<file path="config.mk">
export PLATFORM = sky130hd
export DESIGN_NAME = multi_obj_motion_engine_flat
export DESIGN_NICKNAME = d
export VERILOG_FILES = /design/src/rtl/multi_obj_motion_engine_if.sv /design/src/rtl/multi_obj_motion_engine.sv /design/src/flat_wrapper.sv
export SDC_FILE = /design/constraint.sdc
export NUM_CORES = 1
export LEC_CHECK = 0
export BUFFER_PORTS_ARGS = -buffer_cell sky130_fd_sc_hd__buf_2
export CAP_MARGIN = 15
export CORE_ASPECT_RATIO = 1.25
export CORE_MARGIN = 4
export CORE_UTILIZATION = 55
export DETAILED_ROUTE_END_ITERATION = 10
export PLACE_DENSITY = 0.84
export SYNTH_ARGS = -nofsm -noshare
export SYNTH_HDL_FRONTEND = slang
export SYNTH_SLANG_ARGS = --single-unit
</file>
<file path="constraint.sdc">
create_clock -name clock -period 5.6 [get_ports clock]
set_input_delay 0.28 -clock clock [delete_from_list [all_inputs] [get_ports clock]]
set_output_delay 0.28 -clock clock [all_outputs]
set_load 0.005 [all_outputs]
</file>
<file path="src/rtl/multi_obj_motion_engine_if.sv">
// Request/status bundle between a frame controller and the sprite motion engine.
// The controller drives the master side; the engine implements the slave side.
interface multi_obj_motion_engine_if #(
  parameter int N_OBJ = 4,
  parameter int XW    = 8,
  parameter int YW    = 7
);
  logic                  start;
  logic [2*N_OBJ-1:0]    go;
  logic [3*N_OBJ-1:0]    dir;
  logic                  load;
  logic [3:0]            load_idx;
  logic [XW-1:0]         load_x;
  logic [YW-1:0]         load_y;
  logic                  busy;
  logic                  done;
  logic                  upd_valid;
  logic [3:0]            upd_idx;
  logic [XW-1:0]         upd_x;
  logic [YW-1:0]         upd_y;
  logic [XW*N_OBJ-1:0]   pos_x;
  logic [YW*N_OBJ-1:0]   pos_y;

  modport master (
    output start, go, dir, load, load_idx, load_x, load_y,
    input  busy, done, upd_valid, upd_idx, upd_x, upd_y, pos_x, pos_y
  );

  modport slave (
    input  start, go, dir, load, load_idx, load_x, load_y,
    output busy, done, upd_valid, upd_idx, upd_x, upd_y, pos_x, pos_y
  );
endinterface

</file>
<file path="src/rtl/multi_obj_motion_engine.sv">
// Per-frame sprite position updater: one object per clock, 8 directions, wrap or clamp.
// state | meaning
// IDLE  | waiting for start; direct position loads accepted
// SWEEP | updating object idx, one per clock, streaming each result
module multi_obj_motion_engine #(
  parameter int N_OBJ  = 4,
  parameter int XMAX   = 160,
  parameter int YMAX   = 120,
  parameter int XW     = 8,
  parameter int YW     = 7,
  parameter int STEP   = 1,
  parameter int WRAP   = 1,
  parameter int INIT_X = 0,
  parameter int INIT_Y = 0
) (
  input logic clock,
  input logic reset,
  multi_obj_motion_engine_if.slave bus
);
  localparam int IW = (N_OBJ > 1) ? $clog2(N_OBJ) : 1;
  localparam logic [3:0]             LAST   = 4'(N_OBJ - 1);
  localparam logic [4:0]             NOBJ   = 5'(N_OBJ);
  localparam logic [XW-1:0]          XLIM   = XW'(XMAX - 1);
  localparam logic [YW-1:0]          YLIM   = YW'(YMAX - 1);
  localparam logic [XW-1:0]          XINIT  = XW'(INIT_X);
  localparam logic [YW-1:0]          YINIT  = YW'(INIT_Y);
  localparam logic signed [XW+1:0]   XMAX_S = (XW+2)'(XMAX);
  localparam logic signed [YW+1:0]   YMAX_S = (YW+2)'(YMAX);
  localparam logic signed [XW+1:0]   XSTEP  = (XW+2)'(STEP);
  localparam logic signed [YW+1:0]   YSTEP  = (YW+2)'(STEP);
  localparam logic signed [1:0]      P1     = 2'sb01;
  localparam logic signed [1:0]      M1     = 2'sb11;
  localparam logic signed [1:0]      Z0     = 2'sb00;

  typedef enum logic {IDLE, SWEEP} state_t;
  state_t state, state_next;

  logic [XW-1:0] px [N_OBJ];
  logic [YW-1:0] py [N_OBJ];
  logic [1:0]    go_s [N_OBJ];
  logic [2:0]    dir_s [N_OBJ];
  logic [3:0]    idx;
  logic [IW-1:0] sel, lsel;
  logic          snap, sweep_en, load_ok;
  logic signed [1:0]    ux, uy, mvx, mvy;
  logic signed [XW+1:0] dx, nx_raw;
  logic signed [YW+1:0] dy, ny_raw;
  logic [XW-1:0]        nx, lx;
  logic [YW-1:0]        ny, ly;
  logic                 done_r, upd_valid_r;
  logic [3:0]           upd_idx_r;
  logic [XW-1:0]        upd_x_r;
  logic [YW-1:0]        upd_y_r;
  logic [XW*N_OBJ-1:0]  pos_x_f;
  logic [YW*N_OBJ-1:0]  pos_y_f;

  assign sel  = idx[IW-1:0];
  assign lsel = bus.load_idx[IW-1:0];

  always_ff @(posedge clock) begin
    if (reset) state <= IDLE;
    else       state <= state_next;
  end

  always_comb begin
    state_next = state;
    snap       = 1'b0;
    sweep_en   = 1'b0;
    case (state)
      IDLE: begin
        if (bus.start) begin
          state_next = SWEEP;
          snap       = 1'b1;
        end
      end
      SWEEP: begin
        sweep_en = 1'b1;
        if (idx == LAST) state_next = IDLE;
      end
      default: state_next = IDLE;
    endcase
  end

  assign load_ok = (state == IDLE) && bus.load && ({1'b0, bus.load_idx} < NOBJ);
  assign lx = (bus.load_x > XLIM) ? XLIM : bus.load_x;
  assign ly = (bus.load_y > YLIM) ? YLIM : bus.load_y;

  // Unit vector for the object being swept; backward negates, stop zeroes.
  always_comb begin
    ux = Z0;
    uy = Z0;
    case (dir_s[sel])
      3'd0: begin ux = P1; uy = Z0; end
      3'd1: begin ux = P1; uy = M1; end
      3'd2: begin ux = Z0; uy = P1; end
      3'd3: begin ux = M1; uy = M1; end
      3'd4: begin ux = M1; uy = Z0; end
      3'd5: begin ux = M1; uy = P1; end
      3'd6: begin ux = Z0; uy = M1; end
      3'd7: begin ux = P1; uy = P1; end
    endcase
    mvx = Z0;
    mvy = Z0;
    if (go_s[sel] == 2'b11) begin
      mvx = ux;
      mvy = uy;
    end else if (go_s[sel] == 2'b10) begin
      mvx = -ux;
      mvy = -uy;
    end
    dx = '0;
    dy = '0;
    if (mvx == P1) dx = XSTEP;
    else if (mvx == M1) dx = -XSTEP;
    if (mvy == P1) dy = YSTEP;
    else if (mvy == M1) dy = -YSTEP;
    nx_raw = $signed({2'b00, px[sel]}) + dx;
    ny_raw = $signed({2'b00, py[sel]}) + dy;
  end

  // Sign bit flags underflow; STEP < screen size keeps one correction sufficient.
  always_comb begin
    if (nx_raw[XW+1])            nx = (WRAP != 0) ? XW'(nx_raw + XMAX_S) : '0;
    else if (nx_raw >= XMAX_S)   nx = (WRAP != 0) ? XW'(nx_raw - XMAX_S) : XLIM;
    else                         nx = nx_raw[XW-1:0];
    if (ny_raw[YW+1])            ny = (WRAP != 0) ? YW'(ny_raw + YMAX_S) : '0;
    else if (ny_raw >= YMAX_S)   ny = (WRAP != 0) ? YW'(ny_raw - YMAX_S) : YLIM;
    else                         ny = ny_raw[YW-1:0];
  end

  always_ff @(posedge clock) begin
    if (reset) begin
      idx         <= '0;
      done_r      <= 1'b0;
      upd_valid_r <= 1'b0;
      upd_idx_r   <= '0;
      upd_x_r     <= '0;
      upd_y_r     <= '0;
      for (int k = 0; k < N_OBJ; k++) begin
        px[k]    <= XINIT;
        py[k]    <= YINIT;
        go_s[k]  <= '0;
        dir_s[k] <= '0;
      end
    end else begin
      done_r      <= 1'b0;
      upd_valid_r <= 1'b0;
      if (load_ok) begin
        px[lsel] <= lx;
        py[lsel] <= ly;
      end
      if (snap) begin
        idx <= '0;
        for (int k = 0; k < N_OBJ; k++) begin
          go_s[k]  <= bus.go[2*k +: 2];
          dir_s[k] <= bus.dir[3*k +: 3];
        end
      end
      if (sweep_en) begin
        px[sel]     <= nx;
        py[sel]     <= ny;
        upd_valid_r <= 1'b1;
        upd_idx_r   <= idx;
        upd_x_r     <= nx;
        upd_y_r     <= ny;
        done_r      <= (idx == LAST);
        idx         <= idx + 4'd1;
      end
    end
  end

  always_comb begin
    pos_x_f = '0;
    pos_y_f = '0;
    for (int k = 0; k < N_OBJ; k++) begin
      pos_x_f[k*XW +: XW] = px[k];
      pos_y_f[k*YW +: YW] = py[k];
    end
  end

  assign bus.busy      = (state == SWEEP);
  assign bus.done      = done_r;
  assign bus.upd_valid = upd_valid_r;
  assign bus.upd_idx   = upd_idx_r;
  assign bus.upd_x     = upd_x_r;
  assign bus.upd_y     = upd_y_r;
  assign bus.pos_x     = pos_x_f;
  assign bus.pos_y     = pos_y_f;
endmodule

</file>
<file path="src/flat_wrapper.sv">
// flat-port wrapper written by rule: the top's interface ports become plain ports
module multi_obj_motion_engine_flat 
#(
  parameter int N_OBJ  = 4,
  parameter int XMAX   = 160,
  parameter int YMAX   = 120,
  parameter int XW     = 8,
  parameter int YW     = 7,
  parameter int STEP   = 1,
  parameter int WRAP   = 1,
  parameter int INIT_X = 0,
  parameter int INIT_Y = 0
)
  (clock, reset, bus_start, bus_go, bus_dir, bus_load, bus_load_idx, bus_load_x, bus_load_y, bus_busy, bus_done, bus_upd_valid, bus_upd_idx, bus_upd_x, bus_upd_y, bus_pos_x, bus_pos_y);
  multi_obj_motion_engine_if #(.N_OBJ(N_OBJ), .XW(XW), .YW(YW)) bus_i ();
  input logic clock;
  input logic reset;
  input wire logic [$bits(bus_i.start)-1:0] bus_start;
  input wire logic [$bits(bus_i.go)-1:0] bus_go;
  input wire logic [$bits(bus_i.dir)-1:0] bus_dir;
  input wire logic [$bits(bus_i.load)-1:0] bus_load;
  input wire logic [$bits(bus_i.load_idx)-1:0] bus_load_idx;
  input wire logic [$bits(bus_i.load_x)-1:0] bus_load_x;
  input wire logic [$bits(bus_i.load_y)-1:0] bus_load_y;
  output wire logic [$bits(bus_i.busy)-1:0] bus_busy;
  output wire logic [$bits(bus_i.done)-1:0] bus_done;
  output wire logic [$bits(bus_i.upd_valid)-1:0] bus_upd_valid;
  output wire logic [$bits(bus_i.upd_idx)-1:0] bus_upd_idx;
  output wire logic [$bits(bus_i.upd_x)-1:0] bus_upd_x;
  output wire logic [$bits(bus_i.upd_y)-1:0] bus_upd_y;
  output wire logic [$bits(bus_i.pos_x)-1:0] bus_pos_x;
  output wire logic [$bits(bus_i.pos_y)-1:0] bus_pos_y;
  assign bus_i.start = bus_start;
  assign bus_i.go = bus_go;
  assign bus_i.dir = bus_dir;
  assign bus_i.load = bus_load;
  assign bus_i.load_idx = bus_load_idx;
  assign bus_i.load_x = bus_load_x;
  assign bus_i.load_y = bus_load_y;
  assign bus_busy = bus_i.busy;
  assign bus_done = bus_i.done;
  assign bus_upd_valid = bus_i.upd_valid;
  assign bus_upd_idx = bus_i.upd_idx;
  assign bus_upd_x = bus_i.upd_x;
  assign bus_upd_y = bus_i.upd_y;
  assign bus_pos_x = bus_i.pos_x;
  assign bus_pos_y = bus_i.pos_y;
  multi_obj_motion_engine #(.N_OBJ(N_OBJ), .XMAX(XMAX), .YMAX(YMAX), .XW(XW), .YW(YW), .STEP(STEP), .WRAP(WRAP), .INIT_X(INIT_X), .INIT_Y(INIT_Y)) u_core (.clock(clock), .reset(reset), .bus(bus_i));
endmodule
</file>
==> results summary, run 1 <==
The run finished with clean final reports. The number of nets in the layout is 686. Clock tree synthesis selected as its root buffer the cell clkbuf_16. The headroom to the max-slew limit came out at 32.21%.

The detail route stage leaves a number of antenna-violating nets equal to 0. The largest individual stage delay along the critical path comes from the cell mux4_2. The largest incremental delay on the critical path is 0.57 ns. The setup check on the worst reg-to-reg path leaves a slack of 0.41 ns.

The count of maximum capacitance violations is 0. Synthesis produced a netlist whose cell count is 502. The largest net degree at the start of global routing came out at 27.

The count of cells along the worst register-to-register path is 16. The number of slew-limit violations in the final report is 0. The endpoint class of the critical path is a flip-flop. In this design, the critical path's most frequently occurring cell is a21o_1. The aggregate global-route resource usage is 26.40%.

In this run the number of cells on the critical path is 16. The final setup slack of the worst path came out at 0.4055 ns. The top-level I/O count came out at 125. The async set or reset register ratio after synthesis came out at 0%. By count the netlist is led by edfxtp_1 (80), nor2_1 (72), dfxtp_1 (28).

The clock passes through at most 2 buffers. The iteration-0 DRC count of the detailed router is 322. The net count after synthesis came out at 566. The critical path is of the flip-flop to flip-flop type. The core outline area is 10,260 um2. The hold violation count in the final report came to 0. The number of cells traversed by the worst hold path is 2. The cts-stage hold buffer count is 0. The largest total area in the synthesized netlist belongs to edfxtp_1. The power per standard cell area came out at 320.4 nW/um2. The worst setup skew after layout came out at 0.005170 ns. The final wirelength came out at 15,940 um. The capture endpoint of the worst hold path is u_core.dir_s[1][2]. Measured along the y axis, the die boundary spans 123.2 um. The multi-input gate area in the final layout came out at 2699 um2.

After detailed routing, the number of vias per cell comes to 6.179. The total half-perimeter wirelength after legalization and detailed placement came out at 11,480 um. The worst path required time is 5.77 ns.

The total CTS buffers came out at 9. The first global-routing pass estimated 24,470 um of wire. The worst hold path begins at bus_dir[5]. The count of instances resized after the clock tree is built is 0. The area fraction of the dominant cell type after synthesis came out at 41.15%. The initial antenna violation count is 1. The share of the yosys chip area belonging to registers is 50.75%. Clock-pin slew was measured on the worst setup and hold paths at 0.07 ns. The number of buffers and inverters on the critical path is 1. The transition at the pin with the smallest max-transition slack came out at 1.016 ns.

In this run the worst hold path is classified as input port to flip-flop. The post-route fraction of the period consumed by the critical path is 92.76%. The finished cells cover 6877 um2. At the end of routability-driven placement, the weighted congestion stood at 0.8946.

Setup violations remaining at the end of the flow were counted as 0. By area the synthesized netlist is led by edfxtp_1 (41%), dfxtp_1 (9.6%), mux4_2 (7.3%). The cell family contributing the most delay on the critical path is compound AO/OA/AOI/OAI gates. The starting density of the core came out at 56.90%. STA classifies the critical path startpoint as a flip-flop. Adding up every negative setup slack in the final design gives 0 ns. The final core utilization came out at 67.02%. The post-synthesis instance area is 5838 um2.

The maximum vdd drop is 199.2 uV. The post-route minimum period is 5.194 ns. The clock net sink count is 108. The antenna diode instance count came out at 0. The share of final-layout standard cells stronger than drive strength 1 came out at 29.35%. The maximum fanout along the worst path is 10. Yosys printed 0 warnings. The endpoint of the worst register-to-register path is u_core.py[1][5].

The sum of internal, switching and leakage power came out at 0.002203 W. The synthesized area divided by synthesized cell count came out at 11.63 um2. The most used standard cell by instance count after synthesis is edfxtp_1.

Based on the critical path, the design can be clocked at up to 192.5 MHz. The pre-antenna-repair detailed-routing pass consisted of 5 iterations. Once placement finished, the instance area stood at 6578 um2.

From left edge to right edge, the die measures 100.2 um. In the synthesized netlist the dominant register cell turns out to be edfxtp_1. The floorplan has 41 rows. The routed layout has 4,671 vias. The CTS tree is built.

The worst-skew pair later-pin latency came out at 0.36 ns. The number of global-route vias before repair is 4,719. The die outline area came out at 12,340 um2. The reported leakage power is 3.000 nW. In this run, synthesis inferred 80 flip-flops with an integrated enable. The arrival time reported for the critical path endpoint is 5.37 ns. The number of H-tree levels is 3.

The worst slack after detailed placement is 0.5220 ns. The signal on the critical path passes through buf_4 > mux4_2 > xnor2_4 > mux2i_1 > and2b_1 > fa_1 > a21o_1 > a21oi_1 > o21bai_1 > a21o_1 > xor2_1 > nand2_1 > nor2_1 > o211ai_1 > a211o_1 > a31oi_1. The synthesized design contains 108 register bits. Setup repair after global routing left no endpoint under its margin. The total overflow left after global routing is 0.

Registers take 2963 um2. In the final routed layout, each cell accounts on average for 21.08 um. For this run, design rule violations remaining after detail routing come to 0.

The number of filler instances in the final layout came out at 778. From synthesis to final layout, the design area changed by 17.79%. The number of distinct library cells after synthesis is 68. Port buffering added 124 buffers.

The number of setup buffers added after CTS is 0.
layer usage:
| metal | up-vias | GRT usage [%] | wire, um |
|---|---|---|---|
| met3 | 53 | 5.418 | 1550 |
| li1 | 2114 | - | - |
| met2 | 287 | 44.11 | 7874 |
| met1 | 2215 | 32.12 | 5830 |
| met4 | 2 | 14.07 | 667 |
| met5 | - | 0 | 13 |
where the power goes:
group / internal [W] / switching [W] / total (W)
Clock: 0.000352 / 0.000297 / 0.000649
Combinational: 0.000240 / 0.000345 / 0.000584
Sequential: 0.000932 / 0.0000372 / 0.000970
Total: 0.00152 / 0.000678 / 0.00220
through the flow:
| step | std cells | hold WS [ns] |
|---|---|---|
| 2_1_floorplan | 502 | 0.4232 |
| 3_3_place_gp | 740 | 0.4596 |
| 3_5_place_dp | 740 | 0.4487 |
| 4_1_cts | 756 | 0.2210 |
| 5_1_grt | 756 | 0.2342 |
| 6_report | 756 | 0.2286 |
cell usage in the layout (no fill, tap or decap), drive strengths merged, types with 3 or more instances in the layout:
cell type  instances
nor2b              3
nor3b              6
buf              131
dfxtp             28
inv               25
clkbuf            12
and2               3
mux4              20
o21ai             19
a31oi              6
a21oi             23
nand4              4
mux2               3
a211oi             5
a21o               7
xor2               7
and3              22
o21bai             4
o211ai             3
xnor2             12
nor2              72
nand3b             6
o22ai              9
edfxtp            80
ha                20
mux2i             15
o21a               4
nand2b             8
nor3               4
or2                3
nand3              7
nand2             26
cells by family after synthesis:
kind of cell | synth area share [%]
XOR/XNOR | 4.072
adder cells (fa/ha/maj) | 4.629
multiplexers | 10.99
AND/OR/NAND/NOR | 14.79
flip-flops | 50.75
AO/OA/AOI/OAI | 11.62
buffers and inverters | 3.150
registers in the layout, summed over array words and instances, names as in the netlist, named ones only:
register and cells:
u_core.go_s 8, u_core.px 32, u_core.py 28, u_core.bus.upd_y 7, u_core.bus.done 1, u_core.bus.upd_x 8, u_core.bus.upd_idx 4, u_core.dir_s 12
u_core.bus.upd_valid 1, u_core.idx 4, u_core.bus.busy 1
area by class of cell:
class / instances / share of cell area [%]
sequential: 108 / 43.09
multi-input combinational: 349 / 39.25
timing repair buffer: 131 / 9.789
clock buffer: 12 / 3.439
tap: 129 / 2.347
inverter: 23 / 1.255
clock inverter: 4 / 0.8370
worst max-delay path by stage:
stage / end / start
6_report: u_core.py[1][5] / flip-flop
5_1_grt: u_core.py[1][5] / flip-flop
4_1_cts: u_core.py[0][4] / flip-flop
3_5_place_dp: u_core.py[0][4] / flip-flop
3_3_place_gp: u_core.py[0][4] / flip-flop
2_1_floorplan: u_core.py[0][6] / flip-flop
Note: power is estimated with default switching activity, not from simulation.
==> run 2: changes to the inputs <==
--- a/config.mk
+++ b/config.mk
@@ -7,11 +7,13 @@
 export LEC_CHECK = 0
 export BUFFER_PORTS_ARGS = -buffer_cell sky130_fd_sc_hd__buf_2
 export CAP_MARGIN = 15
+export CELL_PAD_IN_SITES_DETAIL_PLACEMENT = 2
+export CELL_PAD_IN_SITES_GLOBAL_PLACEMENT = 2
 export CORE_ASPECT_RATIO = 1.25
 export CORE_MARGIN = 4
-export CORE_UTILIZATION = 55
+export CORE_UTILIZATION = 36
 export DETAILED_ROUTE_END_ITERATION = 10
-export PLACE_DENSITY = 0.84
+export PLACE_DENSITY = 0.85
 export SYNTH_ARGS = -nofsm -noshare
 export SYNTH_HDL_FRONTEND = slang
 export SYNTH_SLANG_ARGS = --single-unit
==> run 2 against run 1 <==
Against the previous run:
- combinational power is 8.6% higher
- sequential share of layout area is 0.68 points lower
- clock-buffer cell count is 1 lower
- critical endpoint is now u_core.py[1][3]
- highest routed layer is now met4
==> results summary, run 2 (synthesis results as in run 1) <==
The run finished with clean final reports. In the layout the commonest cells are buf_2 (124), edfxtp_1 (80), nor2_1 (71). The share of final-layout standard cells stronger than drive strength 1 is 29.98%.

The number of global-route vias before repair was 5,338. For this design, the CTS-stage hold fixing added 0 buffers. The maximum vdd drop is 147.0 uV. At the end of routability-driven placement, the weighted congestion stood at 0.8570. The layout has 1,645 filler cells. The number of detailed-routing iterations run before antenna repair is 4. The final wirelength came out at 21,660 um. The core outline area came out at 15,760 um2. The initialized floorplan defines 51 standard-cell rows.

Clock skew on the completed layout was measured at 0.01642 ns. STA classifies the critical path endpoint as a flip-flop. The worst min-delay path class is input port to flip-flop. The cell area after placement came out at 6674 um2.

For this design the ratio of total power to cell area is 325.6 nW/um2. The DRC violation count after routing came out at 0. The iteration-0 DRC count of the detailed router is 357. Prior to clock tree synthesis, the placed netlist has a worst setup slack of 0.3310 ns. Global routing consumed, over all layers together, 24.03% of the routing resources.

The arrival time reported for the critical path endpoint is 5.51 ns. The antenna diode instance count is 0. The initial antenna violation count is 0.

The top achievable clock speed is 184.0 MHz. The headroom to the max-slew limit is 15.97%. The number of slew-limit violations in the final report came out at 0. The hold violation count in the final report is 0. The die extent in x is 121.9 um. After detailed routing, the average wire length per cell comes to 25.81 um. The total CTS buffers came out at 9. The clock-pin slew of the registers on the worst-case setup and hold paths is 0.08 ns. In this run the count of I/O pins placed on the die edge is 125. The number of buffer cells added on primary ports is 124. The largest net degree at the start of global routing is 28. The register with the most flip-flops in the layout has 32 of them. After legalization and detailed placement, the total HPWL measured 15,150 um. Across the run, the number of max-cap violations was 0.

The number of failing setup endpoints in the final timing report is 0. The post-route fraction of the period consumed by the critical path is 97.06%. The number of H-tree levels is 3.

The overall overflow remaining after global route is 0. The post-route worst hold slack came out at 0.2235 ns. In the final layout, the registers with the most flip-flops are u_core.px: 32 flops, u_core.py: 28 flops, u_core.dir_s: 12 flops. For the finished layout, the period the worst path requires is 5.435 ns. The setup path with the least slack is of type flip-flop to flip-flop. The commonest non-fill, non-tap cell in the layout is buf_2. The worst path required time came out at 5.67 ns. The post-route setup TNS is 0 ns. TritonCTS built the clock tree.

Dividing the detail-routed via count by the number of cells gives 5.670. The starting density of the core is 37.04%. The number of nets in the layout came out at 686.

The clock net sink count is 108. The largest register by flop count is u_core.px. From bottom edge to top edge, the die measures 150.4 um. STA classifies the critical path startpoint as a flip-flop. Along the worst path, the maximum fanout reaches 10.

The area of all placed cells without fillers is 6989 um2. The reported leakage power is 3.008 nW. The number of buffers on the longest clock path is 2. The root cell of the clock tree is clkbuf_16. The final core utilization came out at 44.34%. The worst-skew pair later-pin latency came out at 0.37 ns. Setup repair after global routing left no endpoint under its margin. From synthesis to final layout, the design area changed by 19.72%. The die outline area is 18,330 um2. The wire length of the first global-routing pass came out at 32,530 um. The residual antenna-violating net count after detailed routing came out at 0. The final setup slack of the worst path came out at 0.1649 ns. At the pin with the least slew margin, the transition time is 1.259 ns. The total number of vias came out at 4,757.
## run 2: path summary, 6_finish.rpt
check / startpoint / endpoint / slack (ns) / cells after the start
max: flip-flop / u_core.py[1][3] / 0.16 / 15
min: bus_dir[1] / u_core.dir_s[0][1] / 0.22 / 2
max reg2reg: flip-flop / u_core.py[1][3] / 0.16 / 15
min reg2reg: u_core.bus.upd_y[4] / u_core.bus.upd_y[4] / 0.48 / 2
## run 2: through the flow
stage,cells,total power [W]
CTS,838,0.002274
floorplan,502,0.001372
detailed placement,822,0.001595
global route,839,0.002369
global placement,822,0.001551
finish,839,0.002276
## run 2: what timing repair did
item	CTS	global route
hold endpoints to repair	0	0
resized for setup	0	3
setup endpoints to repair	0	17
setup buffers	0	1
## run 2: final cells by class
cell class              instances  area, um2  share of cell area [%]
inverters                      23      86.33                   1.235
repair buffers                131      673.1                   9.631
clock inverters                 5      46.29                  0.6624
flip-flops and latches        108       2964                   42.41
well taps                     212      265.3                   3.795
clock buffers                  11      254.0                   3.634
multi-input cells             349       2700                   38.63
## run 2: where the power goes
part           switching, W  internal (W)  leakage, nW
Combinational      0.000391      0.000243         1.79
Sequential        0.0000404      0.000933         1.07
Clock              0.000330      0.000339        0.148
## run 2: worst max-delay path, cell delays in order, from the launching register on
cell      delay (ns)
dfxtp_2         0.46
mux4_1          0.68
xnor2_4         0.35
mux2i_1         0.21
and2b_2         0.34
fa_1            0.51
a21o_1          0.21
a21oi_1         0.26
o21bai_1        0.13
a21o_1          0.23
a21oi_1         0.35
xor2_2          0.34
inv_1           0.18
nor3_1          0.39
xnor2_1         0.31
o22ai_1         0.17
## run 2: per-layer routing
layer  wire [um]  track usage (%)  up-vias
met5           0                0        -
met1        8327            27.67     2412
met4         720            10.59        0
met2       11290            43.22      194
li1            -                -     2106
met3        1318            4.472       45
